[src/rtl/instr_fetch_pkg.sv]
// Shared definitions for the instruction-fetch unit and the controller:
// fetch FSM state encoding and default bus widths.
package instr_fetch_pkg;

  localparam int unsigned IF_ADDR_W  = 8;
  localparam int unsigned IF_INSTR_W = 16;

  typedef enum logic [1:0] {
    IDLE = 2'd0,
    RD   = 2'd1,
    CAP  = 2'd2,
    HOLD = 2'd3
  } fetch_state_e;

endpackage

[src/rtl/fetch_pc.sv]
// Program counter register: async reset to RESET_PC, load has priority over
// increment, increment wraps silently at 2^ADDR_W.
module fetch_pc
  import instr_fetch_pkg::*;
#(
  parameter int unsigned          ADDR_W   = IF_ADDR_W,
  parameter logic [ADDR_W-1:0]    RESET_PC = '0
) (
  input  logic              clk,
  input  logic              rst_n,
  input  logic              load_i,
  input  logic [ADDR_W-1:0] load_val_i,
  input  logic              inc_i,
  output logic [ADDR_W-1:0] pc_o
);

  logic [ADDR_W-1:0] pc_q;
  logic [ADDR_W-1:0] pc_d;

  // Next PC: jump target, sequential increment, or hold.
  always_comb begin
    pc_d = pc_q;
    if (load_i) begin
      pc_d = load_val_i;
    end else if (inc_i) begin
      pc_d = pc_q + ADDR_W'(1);
    end
  end

  // PC state register.
  always_ff @(posedge clk or negedge rst_n) begin
    if (!rst_n) begin
      pc_q <= RESET_PC;
    end else begin
      pc_q <= pc_d;
    end
  end

  assign pc_o = pc_o_w();

  function automatic logic [ADDR_W-1:0] pc_o_w();
    return pc_q;
  endfunction

endmodule

[src/rtl/instr_fetch.sv]
// Instruction fetch unit: IDLE -> RD -> CAP -> HOLD fetch FSM with
// registered memory strobe/address, IR and status outputs, plus jump handling.
// Optional macro INSTR_FETCH_PREFETCH_EN adds a one-entry prefetch buffer
// that is filled autonomously from HOLD and flushed by a taken jump.
module instr_fetch
  import instr_fetch_pkg::*;
#(
  parameter int unsigned       ADDR_W   = IF_ADDR_W,
  parameter int unsigned       INSTR_W  = IF_INSTR_W,
  parameter logic [ADDR_W-1:0] RESET_PC = '0
) (
  input  logic               clk,
  input  logic               rst_n,
  input  logic               fetch_req,
  input  logic               jmp_en,
  input  logic               jmp_cond,
  input  logic               z,
  input  logic [ADDR_W-1:0]  jmp_addr,
  input  logic [INSTR_W-1:0] imem_rdata,
  output logic [ADDR_W-1:0]  imem_addr,
  output logic               imem_rd,
  output logic [INSTR_W-1:0] IR,
  output logic               ir_valid,
  output logic [ADDR_W-1:0]  pc,
  output logic               busy
);

  fetch_state_e       state_q;
  logic [INSTR_W-1:0] ir_q;
  logic               ir_valid_q;
  logic               imem_rd_q;
  logic [ADDR_W-1:0]  imem_addr_q;
  logic               busy_q;

  logic               idle_or_hold;
  logic               jmp_taken;
  logic               start_rd;
  logic               pc_inc;
  logic [ADDR_W-1:0]  rd_addr_d;
  logic [ADDR_W-1:0]  pc_w;

`ifdef INSTR_FETCH_PREFETCH_EN
  logic [INSTR_W-1:0] buf_q;
  logic               buf_valid_q;
  logic               pf_q;
  logic               buf_hit;
  logic               start_pf;
`endif

  // Decode jump/fetch decisions; a taken jump redirects the read address
  // in the same cycle so a simultaneous fetch reads from the target.
  always_comb begin
    idle_or_hold = (state_q == IDLE) || (state_q == HOLD);
    jmp_taken    = idle_or_hold && jmp_en && (!jmp_cond || z);
    rd_addr_d    = jmp_taken ? jmp_addr : pc_w;
`ifdef INSTR_FETCH_PREFETCH_EN
    buf_hit  = (state_q == HOLD) && buf_valid_q && !jmp_taken;
    start_pf = (state_q == HOLD) && !fetch_req && (!buf_valid_q || jmp_taken);
    start_rd = idle_or_hold && ((fetch_req && !buf_hit) || start_pf);
    pc_inc   = ((state_q == CAP) && !pf_q) || (fetch_req && buf_hit);
`else
    start_rd = idle_or_hold && fetch_req;
    pc_inc   = (state_q == CAP);
`endif
  end

  // Fetch FSM with registered outputs.
  always_ff @(posedge clk or negedge rst_n) begin
    if (!rst_n) begin
      state_q     <= IDLE;
      ir_q        <= '0;
      ir_valid_q  <= 1'b0;
      imem_rd_q   <= 1'b0;
      imem_addr_q <= '0;
      busy_q      <= 1'b0;
`ifdef INSTR_FETCH_PREFETCH_EN
      buf_q       <= '0;
      buf_valid_q <= 1'b0;
      pf_q        <= 1'b0;
`endif
    end else begin
      case (state_q)
        IDLE, HOLD: begin
          if (jmp_taken) ir_valid_q <= 1'b0;
`ifdef INSTR_FETCH_PREFETCH_EN
          if (jmp_taken) buf_valid_q <= 1'b0;
          if (fetch_req && buf_hit) begin
            ir_q        <= buf_q;
            ir_valid_q  <= 1'b1;
            buf_valid_q <= 1'b0;
          end
          pf_q <= start_pf;
`endif
          if (start_rd) begin
            state_q     <= RD;
            imem_rd_q   <= 1'b1;
            imem_addr_q <= rd_addr_d;
            busy_q      <= 1'b1;
          end
        end
        RD: begin
          imem_rd_q <= 1'b0;
          state_q   <= CAP;
        end
        CAP: begin
          state_q <= HOLD;
          busy_q  <= 1'b0;
`ifdef INSTR_FETCH_PREFETCH_EN
          // A prefetch read lands in the buffer, a demand read lands in IR.
          if (pf_q) begin
            buf_q       <= imem_rdata;
            buf_valid_q <= 1'b1;
          end else begin
            ir_q       <= imem_rdata;
            ir_valid_q <= 1'b1;
          end
          pf_q <= 1'b0;
`else
          ir_q       <= imem_rdata;
          ir_valid_q <= 1'b1;
`endif
        end
        default: state_q <= IDLE;
      endcase
    end
  end

  fetch_pc #(
    .ADDR_W   (ADDR_W),
    .RESET_PC (RESET_PC)
  ) u_fetch_pc (
    .clk        (clk),
    .rst_n      (rst_n),
    .load_i     (jmp_taken),
    .load_val_i (jmp_addr),
    .inc_i      (pc_inc),
    .pc_o       (pc_w)
  );

  assign imem_addr = imem_addr_q;
  assign imem_rd   = imem_rd_q;
  assign IR        = ir_q;
  assign ir_valid  = ir_valid_q;
  assign pc        = pc_w;
  assign busy      = busy_q;

endmodule

[config.mk]
export PLATFORM = sky130hd
export DESIGN_NAME = instr_fetch
export DESIGN_NICKNAME = d
export VERILOG_FILES = /design/src/rtl/instr_fetch_pkg.sv /design/src/rtl/fetch_pc.sv /design/src/rtl/instr_fetch.sv
export SDC_FILE = /design/constraint.sdc
export NUM_CORES = 1
export LEC_CHECK = 0
export ABC_AREA = 0
export CAP_MARGIN = 30
export CORE_MARGIN = 3
export CORE_UTILIZATION = 45
export DETAILED_ROUTE_END_ITERATION = 12
export DONT_BUFFER_PORTS = 1
export GPL_ROUTABILITY_DRIVEN = 0
export PLACE_DENSITY = 0.69
export SLEW_MARGIN = 20
export SYNTH_ARGS = -nofsm -noshare
export SYNTH_HDL_FRONTEND = slang
export SYNTH_SLANG_ARGS = --single-unit
[constraint.sdc]
create_clock -name clk -period 5 [get_ports clk]
set_clock_uncertainty 0.15 [all_clocks]
set_input_delay 1 -clock clk [delete_from_list [all_inputs] [get_ports clk]]
set_output_delay 1 -clock clk [all_outputs]
set_load 0.01 [all_outputs]
==> insert_results.sql <==
INSERT INTO impl_metrics (metric_group, metric, value, unit) VALUES
('power', 'p_comb_share', '32.6', '%'),
('power', 'clockPowerShare', '12.9', '%'),
('global_routing', 'grt_remaining_overflow', '0', ''),
('finish', 'net_count_of_the_finished_layout', '176', ''),
('yosys', 'post_synth_instance_area', '1620', 'µm²'),
('finish', 'post_route_cells_drive_above_1_share', '17.6', '%'),
('clocking', 'path_clk_slew', '0.11', 'ns'),
('route', 'vias', '1044', ''),
('setup_path', 'worst-setup-path-type', 'flip-flop to flip-flop', ''),
('finish', 'antenna_cells_inserted', '0', ''),
('route', 'routed.top_layer', 'met4', ''),
('clocking', 'clock_latency_reported_for_the_late_side_of_the_worst_skew_pair', '0.33', 'ns'),
('global_routing', 'largest_net_degree_at_the_start_of_global_routing', '38', ''),
('timing', 'pin_slew_with_the_least_headroom_to_its_limit', '0.571', 'ns'),
('clocking', 'cts_hold_repair.buffers', '0', ''),
('floorplanning', 'std_cell_rows', '21', ''),
('finish', 'syn_to_final_growth', '5.96', '%'),
('yosys', 'post_synthesis_sequential_element_count', '37', ''),
('job', 'maxCapViolations', '0', ''),
('placement', 'port_buffers', '0', ''),
('yosys', 'netlist_top_cells_area', 'dfrtp_1 (57%), mux2_2 (11%), nand2_1 (5.6%)', ''),
('power', 'cell_area_power_density', '708', 'nW/µm²'),
('setup_path', 'critical_path_peak_fanout', '16', ''),
('yosys', 'post_synth_num_cell_types', '23', ''),
('route', 'detailedRoute.firstIterationViolations', '21', ''),
('setup_path', 'cp.required', '5.11', 'ns'),
('timing', 'finalCriticalPeriod', '2.18', 'ns'),
('clocking', 'root_buffer', 'clkbuf_4', ''),
('route', 'detail-route-antenna-nets', '0', ''),
('power', 'ir_worst_vdd', '0.280', 'mV'),
('global_routing', 'antenna_found_initial', '0', ''),
('clocking', 'cts-resized-gates', '0', ''),
('outcome', 'status', 'finished clean', ''),
('yosys', 'most_area_hungry_cell_type_in_the_yosys_netlist', 'dfrtp_1', ''),
('timing', 'max_slew_margin_vs_limit', '61.9', '%'),
('yosys', 'seq_area_frac_synth', '57.3', '%'),
('route', 'dr.pass1.iters', '4', ''),
('route', 'totalWireLength', '3230', 'µm'),
('yosys', 'synth_enable_flop_cells', '0', ''),
('floorplanning', 'initial_core_util', '47.7', '%'),
('route', 'vias_per_cell', '5.55', ''),
('clocking', 'tritoncts_num_sinks', '37', ''),
('setup_path', 'cp.arrival', '2.28', 'ns'),
('clocking', 'cts_tree', 'built', ''),
('yosys', 'mappedNetlistNets', '174', ''),
('floorplanning', 'num_io_pins', '65', ''),
('power', 'power_switching', '0.496', 'mW'),
('clocking', 'post_cts_buffers', '0', ''),
('finish', 'num-fill-cells', '301', ''),
('global_routing', 'gr-usage-all-layers', '15.7', '%'),
('yosys', 'ys.flop_type', 'dfrtp_1', ''),
('yosys', 'top_area_cell_type_share_of_the_netlist_area', '57.3', '%'),
('clocking', 'cts-htree-levels', '2', ''),
('yosys', 'synth_cells', '140', ''),
('route', 'wl_met1', '1300', 'µm'),
('floorplanning', 'fp.coreArea', '3390', 'µm²'),
('yosys', 'ranking_of_synthesized_cells_by_instance_count', 'dfrtp_1 (37), nand2_1 (24), mux2_2 (16), a21oi_1 (8), o21ai_1 (8)', ''),
('global_routing', 'grt_pass1_wl', '5000', 'µm'),
('yosys', 'yosys_warnings', '0', ''),
('floorplanning', 'die_h', '65.9', 'µm'),
('route', 'route.met2.wl', '1630', 'µm'),
('yosys', 'synthMostInstantiatedCell', 'dfrtp_1', ''),
('setup_path', 'critPathLaunchType', 'flip-flop', ''),
('floorplanning', 'die_area', '4350', 'µm²'),
('min_path', 'hold_class', 'input port to async pin', ''),
('power', 'power_leakage', '0.733', 'nW'),
('yosys', 'synth_async_sr_flop_share', '100', '%'),
('timing', 'final.setup.tns', '0', 'ns'),
('timing', 'rsz0062_at_grt', 'false', ''),
('timing', 'setup_viol', '0', ''),
('route', 'detail_route.drc_violations', '0', '');
[placed cells by master, fill, tap and decap left out, types with 3 or more instances in the layout]
| master | count |
|---|---|
| dfrtp_1 | 37 |
| nand2_1 | 24 |
| mux2_2 | 16 |
| a21oi_1 | 8 |
| o21ai_1 | 8 |
| o21ai_0 | 7 |
| mux2i_1 | 5 |
| clkbuf_4 | 5 |
| xnor2_1 | 4 |
| a41oi_1 | 4 |
| ha_1 | 4 |
| inv_1 | 3 |
| nor2_1 | 3 |
| xor2_1 | 3 |
[metal layers]
layer / track usage, % / vias up
met3: 7.14 / 4
li1: - / 489
met4: 6.35 / 0
met1: 16.7 / 518
met2: 27.0 / 33
met5: 0 / -
[state kept, by name (all words and copies together) (netlist names)]
name,count
IR,16
busy,1
imem_addr,8
imem_rd,1
ir_valid,1
state_q,2
u_fetch_pc.pc_o,8
[worst max-delay path: stages (launching register included)]
cell and delay (ns):
dfrtp_1 0.40, inv_1 0.06, ha_1 0.58, and3_1 0.54, nand2_1 0.14, a41oi_1 0.22
[layout make-up]
type	instances	area [µm²]	share of cell area, %
Multi-Input combinational cell	94	652	38.1
Clock buffer	7	55.1	3.21
Tap cell	46	57.6	3.36
Inverter	3	11.3	0.657
Sequential cell	37	926	54.1
Timing Repair Buffer	1	11.3	0.657
[power groups by stage]
| stage | combinational, mW | sequential [mW] | clock (mW) |
|---|---|---|---|
| 2_1_floorplan | 0.342 | 0.625 | 0 |
| 3_3_place_gp | 0.374 | 0.663 | 0 |
| 3_5_place_dp | 0.393 | 0.670 | 0 |
| 4_1_cts | 0.393 | 0.664 | 0.165 |
| 5_1_grt | 0.444 | 0.681 | 0.179 |
| 6_report | 0.395 | 0.660 | 0.157 |
[cells by family after synthesis]
group / after synthesis / synth area share [%]
DFF: 37 / 57.3
and+or+nand+nor: 34 / 9.52
xor gates and xnor gates: 7 / 3.79
adders and majority gates: 4 / 3.10
muxes: 21 / 14.2
AOI/OAI and AO/OA: 28 / 9.67
buffers and inverters: 9 / 2.40
[metrics by stage]
stage	setup slack (ns)	instances	area (µm²)	util (%)
2_1_floorplan	3.09	140	1620	-
3_3_place_gp	2.81	180	1650	48.6
3_5_place_dp	2.71	180	1650	48.6
4_1_cts	2.69	187	1700	50.2
5_1_grt	2.62	188	1710	50.5
6_report	2.82	188	1710	50.5
[worst paths after layout]
path,from,end,slack (ns),depth (start not counted)
min in group clk,state_q[0],state_q[0],0.41,2
min reg2reg,state_q[0],state_q[0],0.41,2
max,state_q[0],imem_addr[1],2.82,5
max in group asynchronous,rst_n,IR[0],4.42,0
min,rst_n,imem_addr[5],0.19,0
max reg2reg,state_q[0],imem_addr[1],2.82,5
Power figures use the tool's default switching activity.
